File: config.mk
export PLATFORM = sky130hd
export DESIGN_NAME = key_filter_bank
export DESIGN_NICKNAME = d
export VERILOG_FILES = /design/src/rtl/key_filter_pkg.sv /design/src/rtl/key_filter_ch.sv /design/src/rtl/key_filter_bank.sv
export SDC_FILE = /design/constraint.sdc
export NUM_CORES = 1
export LEC_CHECK = 0
export CAP_MARGIN = 25
export CORE_ASPECT_RATIO = 0.6
export CORE_MARGIN = 4
export CORE_UTILIZATION = 25
export DETAILED_ROUTE_END_ITERATION = 7
export HOLD_SLACK_MARGIN = 0.02
export MAX_ROUTING_LAYER = met4
export PLACE_DENSITY = 0.38
export SLEW_MARGIN = 40
export SYNTH_ARGS = -nofsm -noshare
export SYNTH_HDL_FRONTEND = slang
export SYNTH_SLANG_ARGS = --single-unit
File: constraint.sdc
create_clock -name clk -period 7.1 [get_ports clk]
set_input_delay 1.42 -clock clk [delete_from_list [all_inputs] [get_ports clk]]
set_output_delay 1.42 -clock clk [all_outputs]
set_load 0.02 [all_outputs]
File: src/rtl/key_filter_pkg.sv
// ---------------------------------------------------------------------------
// key_filter_pkg
// Shared definitions for the key filter bank.
//   key_st_e : per-channel FSM state encoding (2 bits)
//   cnt_w()  : width of a counter that must hold values 0..limit
// ---------------------------------------------------------------------------
package key_filter_pkg;

  // Per-channel conditioner state.
  //   ST_IDLE    : accepted released, input stable high
  //   ST_FILT_DN : candidate press, counting stable-low cycles
  //   ST_DOWN    : accepted pressed, hold/repeat timing active
  //   ST_FILT_UP : candidate release, counting stable-high cycles
  typedef enum logic [1:0] {
    ST_IDLE    = 2'd0,
    ST_FILT_DN = 2'd1,
    ST_DOWN    = 2'd2,
    ST_FILT_UP = 2'd3
  } key_st_e;

  // Counter width able to represent 0..limit. A zero limit still gets one
  // bit so that disabled features keep a legal (unused) register.
  function automatic int cnt_w(input int unsigned limit);
    if (limit == 0) begin
      return 1;
    end
    return $clog2(limit + 1);
  endfunction

endpackage : key_filter_pkg

File: src/rtl/key_filter_ch.sv
// ---------------------------------------------------------------------------
// key_filter_ch
// One push-button conditioner channel: 2-FF synchroniser, edge detector,
// debounce FSM, hold timer (long press) and auto-repeat timer.
//
// Ports
//   clk       : system clock, rising edge
//   rst       : asynchronous, active-low reset
//   key_in    : raw key level, asynchronous (1 = released, 0 = pressed)
//   key_flag  : one-cycle pulse on each accepted press or release
//   key_state : debounced level (1 = released, 0 = pressed)
//   key_long  : one-cycle pulse when the hold time reaches LONG_CYCLES
//   key_rpt   : one-cycle pulse every REPEAT_CYCLES after key_long
//   dbg_state : current FSM state
// ---------------------------------------------------------------------------
module key_filter_ch
  import key_filter_pkg::*;
#(
  parameter int unsigned DEBOUNCE_CYCLES = 1_000_000,
  parameter int unsigned LONG_CYCLES     = 50_000_000,
  parameter int unsigned REPEAT_CYCLES   = 10_000_000
) (
  input  logic    clk,
  input  logic    rst,
  input  logic    key_in,
  output logic    key_flag,
  output logic    key_state,
  output logic    key_long,
  output logic    key_rpt,
  output key_st_e dbg_state
);

  localparam int DW = cnt_w(DEBOUNCE_CYCLES);
  localparam int HW = cnt_w(LONG_CYCLES);
  localparam int RW = cnt_w(REPEAT_CYCLES);

  localparam logic [DW-1:0] DB_LAST   = DW'(DEBOUNCE_CYCLES - 1);
  localparam logic [HW-1:0] LONG_LAST = HW'(LONG_CYCLES - 1);
  // The hold counter parks at LONG_CYCLES once key_long has fired; that
  // saturated value doubles as the "long press already reported" marker.
  localparam logic [HW-1:0] LONG_SAT  = HW'(LONG_CYCLES);
  localparam logic [RW-1:0] RPT_LAST  =
    RW'((REPEAT_CYCLES > 0) ? (REPEAT_CYCLES - 1) : 0);

  // Synchroniser and edge-detect registers (reset to the released level).
  logic sync1_q, sync1_d;
  logic sync2_q, sync2_d;
  logic prev_q,  prev_d;

  // FSM and counters.
  key_st_e         state_q, state_d;
  logic [DW-1:0]   db_q,    db_d;
  logic [HW-1:0]   hold_q,  hold_d;
  logic [RW-1:0]   rep_q,   rep_d;

  // Registered outputs.
  logic flag_q,      flag_d;
  logic key_state_q, key_state_d;
  logic long_q,      long_d;
  logic rpt_q,       rpt_d;

  logic lvl;
  logic fall;
  logic rise;

  // The FSM only ever looks at the synchronised level and its edges.
  assign lvl  = sync2_q;
  assign fall = prev_q & ~sync2_q;
  assign rise = ~prev_q & sync2_q;

  always_comb begin
    sync1_d     = key_in;
    sync2_d     = sync1_q;
    prev_d      = sync2_q;
    state_d     = state_q;
    db_d        = db_q;
    hold_d      = hold_q;
    rep_d       = rep_q;
    flag_d      = 1'b0;
    key_state_d = key_state_q;
    long_d      = 1'b0;
    rpt_d       = 1'b0;

    unique case (state_q)
      ST_IDLE: begin
        if (fall) begin
          state_d = ST_FILT_DN;
          db_d    = '0;
        end
      end

      ST_FILT_DN: begin
        // Inside this state the level can only return high through a rising
        // edge, so testing the level is the same as testing for a bounce.
        if (lvl) begin
          state_d = ST_IDLE;
        end else if (db_q == DB_LAST) begin
          state_d     = ST_DOWN;
          flag_d      = 1'b1;
          key_state_d = 1'b0;
          hold_d      = '0;
          rep_d       = '0;
        end else begin
          db_d = db_q + DW'(1);
        end
      end

      ST_DOWN: begin
        // Hold/repeat timing runs on every DOWN cycle, including the cycle
        // that sees a release edge; only FILT_UP cycles are excluded.
        if (hold_q != LONG_SAT) begin
          hold_d = hold_q + HW'(1);
          if (hold_q == LONG_LAST) begin
            long_d = 1'b1;
            rep_d  = '0;
          end
        end else if (REPEAT_CYCLES != 0) begin
          if (rep_q == RPT_LAST) begin
            rpt_d = 1'b1;
            rep_d = '0;
          end else begin
            rep_d = rep_q + RW'(1);
          end
        end

        if (rise) begin
          state_d = ST_FILT_UP;
          db_d    = '0;
        end
      end

      ST_FILT_UP: begin
        // Hold and repeat counters stay frozen here so a release glitch
        // only delays the long/repeat pulses instead of restarting them.
        if (!lvl) begin
          state_d = ST_DOWN;
        end else if (db_q == DB_LAST) begin
          state_d     = ST_IDLE;
          flag_d      = 1'b1;
          key_state_d = 1'b1;
        end else begin
          db_d = db_q + DW'(1);
        end
      end

      default: begin
        state_d = ST_IDLE;
      end
    endcase
  end

  always_ff @(posedge clk or negedge rst) begin
    if (!rst) begin
      sync1_q     <= 1'b1;
      sync2_q     <= 1'b1;
      prev_q      <= 1'b1;
      state_q     <= ST_IDLE;
      db_q        <= '0;
      hold_q      <= '0;
      rep_q       <= '0;
      flag_q      <= 1'b0;
      key_state_q <= 1'b1;
      long_q      <= 1'b0;
      rpt_q       <= 1'b0;
    end else begin
      sync1_q     <= sync1_d;
      sync2_q     <= sync2_d;
      prev_q      <= prev_d;
      state_q     <= state_d;
      db_q        <= db_d;
      hold_q      <= hold_d;
      rep_q       <= rep_d;
      flag_q      <= flag_d;
      key_state_q <= key_state_d;
      long_q      <= long_d;
      rpt_q       <= rpt_d;
    end
  end

  assign key_flag  = flag_q;
  assign key_state = key_state_q;
  assign key_long  = long_q;
  assign key_rpt   = rpt_q;
  assign dbg_state = state_q;

endmodule : key_filter_ch

File: src/rtl/key_filter_bank.sv
// ---------------------------------------------------------------------------
// key_filter_bank
// KEY_NUM independent push-button conditioners with long-press and
// auto-repeat detection. Channel i drives bit i of every output bus; there
// is no arbitration, simultaneous events appear in the same cycle.
//
// Ports
//   clk       : system clock, rising edge
//   rst       : asynchronous, active-low reset
//   key_in    : raw key levels (1 = released, 0 = pressed)
//   key_flag  : per-key one-cycle pulse on accepted press/release
//   key_state : per-key debounced level (1 = released, 0 = pressed)
//   key_long  : per-key one-cycle long-press pulse
//   key_rpt   : per-key one-cycle auto-repeat pulse
//   dbg_state : per-key FSM state, channel i at bits [2*i+1:2*i]
// ---------------------------------------------------------------------------
module key_filter_bank
  import key_filter_pkg::*;
#(
  parameter int          KEY_NUM         = 4,
  parameter int unsigned DEBOUNCE_CYCLES = 1_000_000,
  parameter int unsigned LONG_CYCLES     = 50_000_000,
  parameter int unsigned REPEAT_CYCLES   = 10_000_000
) (
  input  logic                 clk,
  input  logic                 rst,
  input  logic [KEY_NUM-1:0]   key_in,
  output logic [KEY_NUM-1:0]   key_flag,
  output logic [KEY_NUM-1:0]   key_state,
  output logic [KEY_NUM-1:0]   key_long,
  output logic [KEY_NUM-1:0]   key_rpt,
  output logic [2*KEY_NUM-1:0] dbg_state
);

  for (genvar i = 0; i < KEY_NUM; i++) begin : g_ch
    key_st_e ch_state;

    key_filter_ch #(
      .DEBOUNCE_CYCLES (DEBOUNCE_CYCLES),
      .LONG_CYCLES     (LONG_CYCLES),
      .REPEAT_CYCLES   (REPEAT_CYCLES)
    ) u_ch (
      .clk       (clk),
      .rst       (rst),
      .key_in    (key_in[i]),
      .key_flag  (key_flag[i]),
      .key_state (key_state[i]),
      .key_long  (key_long[i]),
      .key_rpt   (key_rpt[i]),
      .dbg_state (ch_state)
    );

    assign dbg_state[2*i +: 2] = ch_state;
  end

endmodule : key_filter_bank

==> results.json <==
{
  "setup_viol": 0,
  "drt_iter0_markers": 902,
  "die_w_um": 356,
  "gp_congestion": 0.781,
  "clock_sinks": 316,
  "netlist.top_cell.by_area": "dfrtp_1",
  "routed_wl_um": 51200,
  "wl_met1_um": 29300,
  "yosys_most_used_dff": "dfrtp_1",
  "fin_ws_ns": 3.66,
  "hold_violations": 0,
  "dr_wl_met2_um": 19100,
  "via_per_inst": 5.08,
  "outcome": "completed",
  "synth_cells": 2075,
  "fill_cells": 7643,
  "drcViolationCount": 0,
  "critPathKind": "reg2reg",
  "h-tree-depth": 2,
  "drive_gt1_share_pct": 7.29,
  "muxShareOfSynthArea_pct": 0.791,
  "cts_tree": "built",
  "r2r-start": "g_ch[2].u_ch.db_q[0]",
  "ys_seq_area_share_pct": 43.6,
  "grt_remaining_overflow": 0,
  "syn-mean-instance-area_um2": 8.77,
  "antenna_found_initial": 0,
  "fin_worst_skew_ns": 0.0202,
  "top_layer": "met4",
  "wl_per_cell_um": 16.7,
  "fin_area_um2": 20800,
  "synthXorXnorAreaFrac_pct": 4.04,
  "ys_types": 78,
  "reg2reg_to": "g_ch[2].u_ch.hold_q[17]",
  "portBuffers": 29,
  "dp_slack_ns": 3.77,
  "cp-startpoint": "g_ch[2].u_ch.db_q[0]",
  "powerDensity_nw_per_um2": 271,
  "grt_max_degree": 82,
  "hold_class": "reg2reg",
  "antenna_left": 0,
  "synth-seq-cells": 316,
  "yosysMostFrequentCell": "dfrtp_1",
  "row_count": 76,
  "yosysWarnings": 0,
  "relSlewSlack_pct": 45.4,
  "tns_ns": 0,
  "min_period_over_period_pct": 48.5,
  "cts_max_path_buffers": 3,
  "yosysTopAreaCellShare_pct": 41.2,
  "leakagePower_nw": 8.10,
  "grt_pass1_wl_um": 84800,
  "path_clk_slew_ns": 0.06,
  "critical_path_arrival_ns": 3.92,
  "synth_top_family_by_area": "simple AND/OR/NAND/NOR gates",
  "ctsHoldBuffers": 0,
  "synth-adder-area-share_pct": 2.20,
  "wl_met3_um": 1970,
  "firstDrtPassIters": 5,
  "crit_path_start_kind": "flip-flop",
  "synth_compound_area_share_pct": 14.4,
  "vias": 15627,
  "synth_edf_count": 0,
  "reg2reg_depth": 7,
  "rsz0062_at_grt": "false",
  "rrSetupSlack_ns": 3.66,
  "placed_cell_area_um2": 19600,
  "endpoint_kind": "flip-flop",
  "hpwl_um": 34400,
  "yosys-top-cells-area": "dfrtp_1 (41%), o21ai_0 (5.3%), nand2_1 (4.1%)",
  "fin_crit_ns": 3.44,
  "clk_latency_ns": 0.56,
  "grt_pass1_vias": 14929,
  "timing.critical_path.to": "g_ch[2].u_ch.hold_q[17]",
  "crit_fanout": 20,
  "coreArea_um2": 71900,
  "holdPathStages": 0,
  "post_cts_buffers": 0,
  "drv_cap": 0,
  "grt_usage_pct": 13.7,
  "syn_area_um2": 18200,
  "dieArea_um2": 77300,
  "synth-simple-area-share_pct": 31.4,
  "post_cts_resized": 0,
  "final_max_slew_viol_count": 0,
  "floorplan.initialDensity_pct": 25.3,
  "peakVddDrop_mv": 0.143,
  "fmax_mhz": 291,
  "max_slew.worst_pin.slew_ns": 0.818,
  "die_h_um": 217,
  "diodes": 0,
  "synth_commonest_cells": "dfrtp_1 (300), nand2_1 (201), o21ai_0 (191)",
  "top_level_ports": 30,
  "area_delta_synth_final_pct": 14.2,
  "ctsRootBufferMaster": "clkbuf_16",
  "layout.nets": 2111,
  "async_flop_share_pct": 100,
  "synth_fp_nets": 2113,
  "required_ns": 7.58,
  "cts_made_buffers": 38
}
[cell type report]
class	count	area, um^2	area share [%]
Timing Repair Buffer	57	520	2.50
Inverter	61	229	1.10
Clock buffer	59	1130	5.44
Multi-Input combinational cell	1599	9680	46.6
Clock inverter	8	68.8	0.331
Sequential cell	316	7930	38.2
Tap cell	975	1220	5.87
[cell usage in the layout, fill, tap and decap left out, types with 12 or more instances in the layout]
cell / netlist / layout
a21oi_1: 64 / 64
a22o_1: 17 / 17
a31oi_1: 22 / 22
and2_1: 20 / 20
and3_1: 56 / 56
and4_1: 23 / 23
buf_4: 16 / 24
clkbuf_1: 74 / 12
clkbuf_16: 0 / 39
clkdlybuf4s50_1: 0 / 28
dfrtp_1: 300 / 300
dfstp_2: 16 / 16
ha_1: 32 / 32
inv_1: 61 / 61
nand2_1: 201 / 200
nand2b_1: 26 / 26
nand3_1: 146 / 146
nand4_1: 87 / 87
nor2_1: 183 / 182
nor3_1: 59 / 57
nor3b_1: 24 / 23
nor4_1: 54 / 48
nor4b_1: 27 / 27
o211ai_1: 14 / 14
o21ai_0: 191 / 191
o31ai_1: 50 / 49
or3_1: 39 / 39
or4_1: 31 / 31
xnor2_1: 53 / 53
xor2_1: 31 / 31
[registers in the layout, summed over array words and instances (netlist names), named ones only]
| name | cells |
|---|---|
| g_ch.u_ch.key_long | 4 |
| g_ch.u_ch.lvl | 4 |
| g_ch.u_ch.key_rpt | 4 |
| g_ch.u_ch.dbg_state | 4 |
| g_ch.u_ch.sync1_q | 4 |
| g_ch.u_ch.key_state | 4 |
| g_ch.u_ch.rep_q | 96 |
| g_ch.u_ch.hold_q | 104 |
| g_ch.u_ch.key_flag | 4 |
| g_ch.u_ch.db_q | 80 |
| g_ch.u_ch.prev_q | 4 |
[layer usage]
| metal | vias to the layer above | global-route usage [%] |
|---|---|---|
| li1 | 7682 | - |
| met1 | 7641 | 22.0 |
| met2 | 246 | 17.1 |
| met3 | 58 | 2.30 |
| met4 | 0 | 3.09 |
| met5 | - | - |
[report_power, final]
part	internal (mW)	switching [mW]
Sequential	1.89	0.117
Clock	1.13	0.823
Combinational	0.476	1.18
[logic make-up after synthesis]
family / count (synthesis)
AOI/OAI and AO/OA: 425
adders and majority gates: 32
buffers and inverters: 160
muxes: 14
DFF: 316
xor gates and xnor gates: 84
and+or+nand+nor: 1044
[how the worst min path moves through the flow]
| stage | start | end |
|---|---|---|
| 5_1_grt | g_ch[1].u_ch.sync1_q | g_ch[1].u_ch.lvl |
| 3_5_place_dp | g_ch[1].u_ch.sync1_q | g_ch[1].u_ch.lvl |
| 4_1_cts | g_ch[1].u_ch.sync1_q | g_ch[1].u_ch.lvl |
| 3_3_place_gp | g_ch[1].u_ch.sync1_q | g_ch[1].u_ch.lvl |
| 2_1_floorplan | g_ch[0].u_ch.sync1_q | g_ch[0].u_ch.lvl |
| 6_report | g_ch[0].u_ch.sync1_q | g_ch[0].u_ch.lvl |
[worst max-delay path, stage by stage (launching register included)]
cell and delay (ns):
dfrtp_1 0.39, ha_1 0.21, and2_1 0.26, nand4_1 0.28
o41ai_1 0.75, nand2_1 0.63, or4_1 0.67, a21oi_1 0.16
[metrics by stage]
| step | utilization [%] | total power [mW] | instances | hold WS (ns) |
|---|---|---|---|---|
| after global placement | 27.1 | 3.70 | 3008 | 0.346 |
| after floorplan | - | 3.11 | 2075 | 0.345 |
| after detailed placement | 27.2 | 3.72 | 3008 | 0.349 |
| after CTS | 28.9 | 5.74 | 3075 | 0.358 |
| final | 28.9 | 5.62 | 3075 | 0.356 |
| after global routing | 28.9 | 6.00 | 3075 | 0.359 |
No activity file was read; power rests on OpenSTA's default activity.
==> edit 1, RTL diff (same settings) <==
`LONG_CYCLES` is set to 50_000_000 in 2 places; all go to 25_000_000.
--- a/src/rtl/key_filter_ch.sv
+++ b/src/rtl/key_filter_ch.sv
@@ -18,5 +18,5 @@
 #(
   parameter int unsigned DEBOUNCE_CYCLES = 1_000_000,
-  parameter int unsigned LONG_CYCLES     = 50_000_000,
+  parameter int unsigned LONG_CYCLES     = 25_000_000,
   parameter int unsigned REPEAT_CYCLES   = 10_000_000
 ) (
--- a/src/rtl/key_filter_bank.sv
+++ b/src/rtl/key_filter_bank.sv
@@ -20,5 +20,5 @@
   parameter int          KEY_NUM         = 4,
   parameter int unsigned DEBOUNCE_CYCLES = 1_000_000,
-  parameter int unsigned LONG_CYCLES     = 50_000_000,
+  parameter int unsigned LONG_CYCLES     = 25_000_000,
   parameter int unsigned REPEAT_CYCLES   = 10_000_000
 ) (
Function: no difference found for any inputs over 4 cycles, from zero or initial values and one cycle with rst low; that may be too few to reach the edited logic, so the function may still have changed.
==> edit 1 against the original RTL <==
Total power grew 3.8%. Sequential cell count is 4 lower. Clock power is 10% higher. Core utilization up 0.25 points. Synthesized area shrank 2.4%. Cell area decreased by 1.6%. Wire length is 8.4% lower. First-iteration DRC count increased by 8.6%. Setup slack improved by 150 ps. Non-clock buffer count is the same.
==> edit 1: results (changes against the original RTL) <==
stage,metric,value,unit,change
status,status,finished clean,,unchanged
drt,final wirelength,46.9,mm,was 51.2 mm
synth,most instantiated cells after synthesis,"296 x dfrtp_1, 186 x nor2_1, 170 x nand2_1",,"was 300 x dfrtp_1, 201 x nand2_1, 191 x o21ai_0"
grt,met2 Use GR,16.8,%,was 17.1%
grt,first-pass GRT wire length,79.7,mm,was 84.8 mm
pwr,Int Pwr,3710,uW,was 3500 uW
layout,clock-cell share of area,6.59,%,was 5.77%
layout,clock buffers,54,,was 59
setup_path,Critical Path Sink,g_ch[0].u_ch.hold_q[15],,was g_ch[2].u_ch.hold_q[17]
setup_path,R2R Path End,g_ch[0].u_ch.hold_q[15],,was g_ch[2].u_ch.hold_q[17]
pwr,maximum vdd drop,0.128,mV,was 0.143 mV
layout,Non-clock inverters,67,,was 61
drt,via count,14924,,was 15627
clock_tree,CTS buffer count,37,,was 38
placement,DP HPWL,31.3,mm,was 34.4 mm
grt,GRT met3 Usage,2.19,%,was 2.30%
pwr,leak pwr,0.00799,uW,was 0.00810 uW
layout,# fillers,7287,,was 7643
pwr,Clk pwr share,36.8,%,was 34.7%
setup_path,"Max FO, Critical Path",29,,was 20
layout,sequential cells,312,,was 316
pwr,Comb power frac,28.6,%,was 29.5%
setup_path,arrival time worst endpoint,3770,ps,was 3920 ps
drt,routed wl met3,1.76,mm,was 1.97 mm
synth,sequential share of the synthesized area,44.1,%,was 43.6%
-- edit 1: cell types whose count changed after synthesis, sizes merged, moves of 14 or more --
cell and change:
o21ai -49, nand2 -31, o31ai -14, nand4 -23, or3 +21, xnor2 +16
or4 -16, nor3b -15, a21oi +24
-- edit 1: logic make-up (layout without fill, tap and decap cells) --
family	after synthesis	after routing	synth area share [%]
AO/OA/AOI/OAI	403	403	14.2
XOR/XNOR	96	96	4.73
adder cells (fa/ha/maj)	32	32	2.25
buffers and inverters	163	191	3.87
flip-flops	312	312	44.1
multiplexers	13	13	0.747
AND/OR/NAND/NOR	992	992	30.1
-- edit 1: per-stage QoR --
stage	area, sq um	power [uW]	std cells	hold WS, ps
3_3_place_gp	19000	3720	2895	348
2_1_floorplan	17800	3130	2011	345
6_report	20400	5830	2963	356
4_1_cts	20400	5960	2962	356
5_1_grt	20400	6220	2963	362
3_5_place_dp	19100	3730	2895	348
==> edit 2, RTL diff (config.mk and constraints unchanged) <==
Made on the original files. Put a register stage on the output `dbg_state`, without a reset. The value now appears one clock later. The other outputs are not delayed to match.
--- a/src/rtl/key_filter_bank.sv
+++ b/src/rtl/key_filter_bank.sv
@@ -33,4 +33,6 @@
 );
 
+  logic [2*KEY_NUM-1:0] dbg_state_d;
+
   for (genvar i = 0; i < KEY_NUM; i++) begin : g_ch
     key_st_e ch_state;
@@ -51,5 +53,9 @@
     );
 
-    assign dbg_state[2*i +: 2] = ch_state;
+    assign dbg_state_d[2*i +: 2] = ch_state;
+  end
+
+  always_ff @(posedge clk) begin
+      dbg_state <= dbg_state_d;
   end
 
Check against the original RTL: not equivalent (a bounded check fails within 4 cycles, from zero or initial values and one cycle with rst low).
==> edit 2 against the original RTL <==
Sequential share of layout area is 0.36 points lower. Die area up 2.4%. Setup slack improved by 54 ps. Via count up 2.4%. Highest routed layer unchanged. Critical path depth up 1. Cell area grew 3.0%. Total power increased by 9.3%. Wire length is 0.23% lower. Synthesized area grew 2.5%. Sequential cell count is 8 higher. Largest cell class unchanged.
==> edit 2: results (changes against the original RTL) <==
stage,metric,value,unit,change
min_path,hold path depth,0,,unchanged
min_path,hold endpoint,g_ch[2].u_ch.lvl,,was g_ch[0].u_ch.lvl
drt,final wirelength,51.1,mm,was 51.2 mm
clock_tree,CTS buffer count,39,,was 38
timing,Clock Skews,17.1,ps,was 20.2 ps
drt,DR pass1 iterations,5,,unchanged
setup_path,r2r setup slk,3710,ps,was 3660 ps
drt,DR WL/cell,16.3,um,was 16.7 um
layout,diode count,0,,unchanged
placement,IO buf count,29,,unchanged
min_path,hold crit path type,flip-flop to flip-flop,,unchanged
grt,first-pass GRT wire length,84.4,mm,was 84.8 mm
synth,sequential share of the synthesized area,43.4,%,was 43.6%
synth,Synth cell types,86,,was 78
setup_path,"Max FO, Critical Path",14,,was 20
grt,largest net degree at the start of global routing,124,,was 82
layout,# fillers,7771,,was 7643
timing,worst relative slew slack,45.0,%,was 45.4%
min_path,hold_sp,g_ch[2].u_ch.sync1_q,,was g_ch[0].u_ch.sync1_q
synth,syn nets,2159,,was 2113
setup_path,arrival time worst endpoint,3860,ps,was 3920 ps
clock_tree,Clock Latency Late Sink,560,ps,about the same
clock_tree,CTS clock-pin slew for the worst setup and hold paths,60,ps,about the same
grt,vias in the first global route,15165,,was 14929
grt,Total GRT Usage,13.2,%,was 13.7%
clock_tree,Clock Root Buffer,clkbuf_16,,unchanged
synth,Synth area leaders,"dfrtp_1 40%, nand2_1 4.6%, o21ai_0 4.4%",,"was dfrtp_1 41%, o21ai_0 5.3%, nand2_1 4.1%"
grt,initial antenna violation count,0,,unchanged
pwr,maximum vdd drop,0.154,mV,was 0.143 mV
synth,synth warn,0,,unchanged
synth,ys flop type,dfrtp_1,,unchanged
layout,biggest regs,"g_ch.u_ch.hold_q: 104 flops, g_ch.u_ch.rep_q: 96 flops, g_ch.u_ch.db_q: 80 flops",,unchanged
setup_path,R2R cell count,8,,was 7
synth,most instantiated cells after synthesis,"300 x dfrtp_1, 230 x nand2_1, 163 x o21ai_0",,"was 300 x dfrtp_1, 201 x nand2_1, 191 x o21ai_0"
status,status,finished clean,,unchanged
setup_path,R2R Path End,g_ch[1].u_ch.rep_q[19],,was g_ch[2].u_ch.hold_q[17]
clock_tree,# H-tree levels,2,,unchanged
setup_path,Critical Path Start,g_ch[1].u_ch.hold_q[0],,was g_ch[2].u_ch.db_q[0]
synth,Synth Instances,2121,,was 2075
clock_tree,Post-CTS Setup Bufs,0,,unchanged
placement,gpl congestion,0.782,,was 0.781
clock_tree,Clock Tree Buf Depth,3,,unchanged
clock_tree,PostCTS Resize Cnt,0,,unchanged
placement,Setup Slack @ Placement,3620,ps,was 3770 ps
placement,placed cell areas,20000,sq um,was 19600 sq um
layout,share of cells above drive strength 1,8.08,%,was 7.29%
synth,Post-synth ARST share,97.5,%,was 100%
pwr,leak pwr,0.00839,uW,was 0.00810 uW
placement,DP HPWL,33.9,mm,was 34.4 mm
drt,Initial DRC Count,1183,,was 902
drt,vias per inst,5.12,,was 5.08
edit 2: changes by cell type after synthesis, moves of 11 or more:
| cell | unedited run | this run |
|---|---|---|
| a21oi_1 | 64 | 99 |
| or4_1 | 31 | 43 |
| nor2_1 | 183 | 146 |
| mux2i_1 | 11 | 22 |
| o21ai_0 | 191 | 163 |
| nand2_1 | 201 | 230 |
| nand3b_1 | 1 | 12 |
| nor4_1 | 54 | 36 |
| xnor2_1 | 53 | 19 |
| nor4b_1 | 27 | 16 |
edit 2: through the flow:
stage	util, %	hold WS, ps	power (uW)
2_1_floorplan	-	345	3330
3_3_place_gp	26.9	347	3980
3_5_place_dp	27.0	350	4000
4_1_cts	28.9	357	6270
5_1_grt	29.0	363	6590
6_report	29.0	355	6150
edit 2: where the power goes:
| group | switching (uW) | leakage [uW] | internal (uW) | total, uW |
|---|---|---|---|---|
| clock network | 870 | 0.000689 | 1330 | 2200 |
| logic | 1340 | 0.00331 | 522 | 1860 |
| registers | 125 | 0.00439 | 1960 | 2090 |
edit 2: critical path, stage by stage, from the launching register on:
cell and delay [ps]:
dfrtp_1 390, inv_1 90, ha_1 130, or4b_1 460
nor4b_2 440, nand4_1 630, nor2_2 810, a21oi_1 150
mux2i_1 190
edit 2: cell type report:
type	instances	area (sq um)	share of cell area, %
clock buffer	54	1160	5.44
sequential	324	8090	37.8
multi-input combinational	1627	9890	46.2
clock inverter	17	216	1.01
timing repair buffer	59	581	2.71
tap	987	1230	5.77
inverter	60	225	1.05
edit 2: worst max-delay path by stage:
stage	end	slack [ps]
2_1_floorplan	g_ch[0].u_ch.rep_q[17]	4380
3_3_place_gp	g_ch[0].u_ch.rep_q[2]	3510
3_5_place_dp	g_ch[0].u_ch.hold_q[24]	3620
4_1_cts	g_ch[0].u_ch.hold_q[24]	3600
5_1_grt	g_ch[1].u_ch.db_q[19]	3430
6_report	g_ch[1].u_ch.rep_q[19]	3710
edit 2: layer usage:
metal,track usage [%],vias up,part of all wire [%]
met4,3.19,0,1.7
met3,2.13,66,4.0
li1,-,7896,-
met2,17.2,258,38
met5,-,-,0
met1,20.8,7789,56
edit 2: cell families after synthesis:
group           share of synthesized area, %
buf+inv                                 4.06
fa+ha+maj                               2.15
xor+xnor                                2.30
flops                                   43.4
compound gates                          15.9
mux                                     1.54
simple gates                            30.7
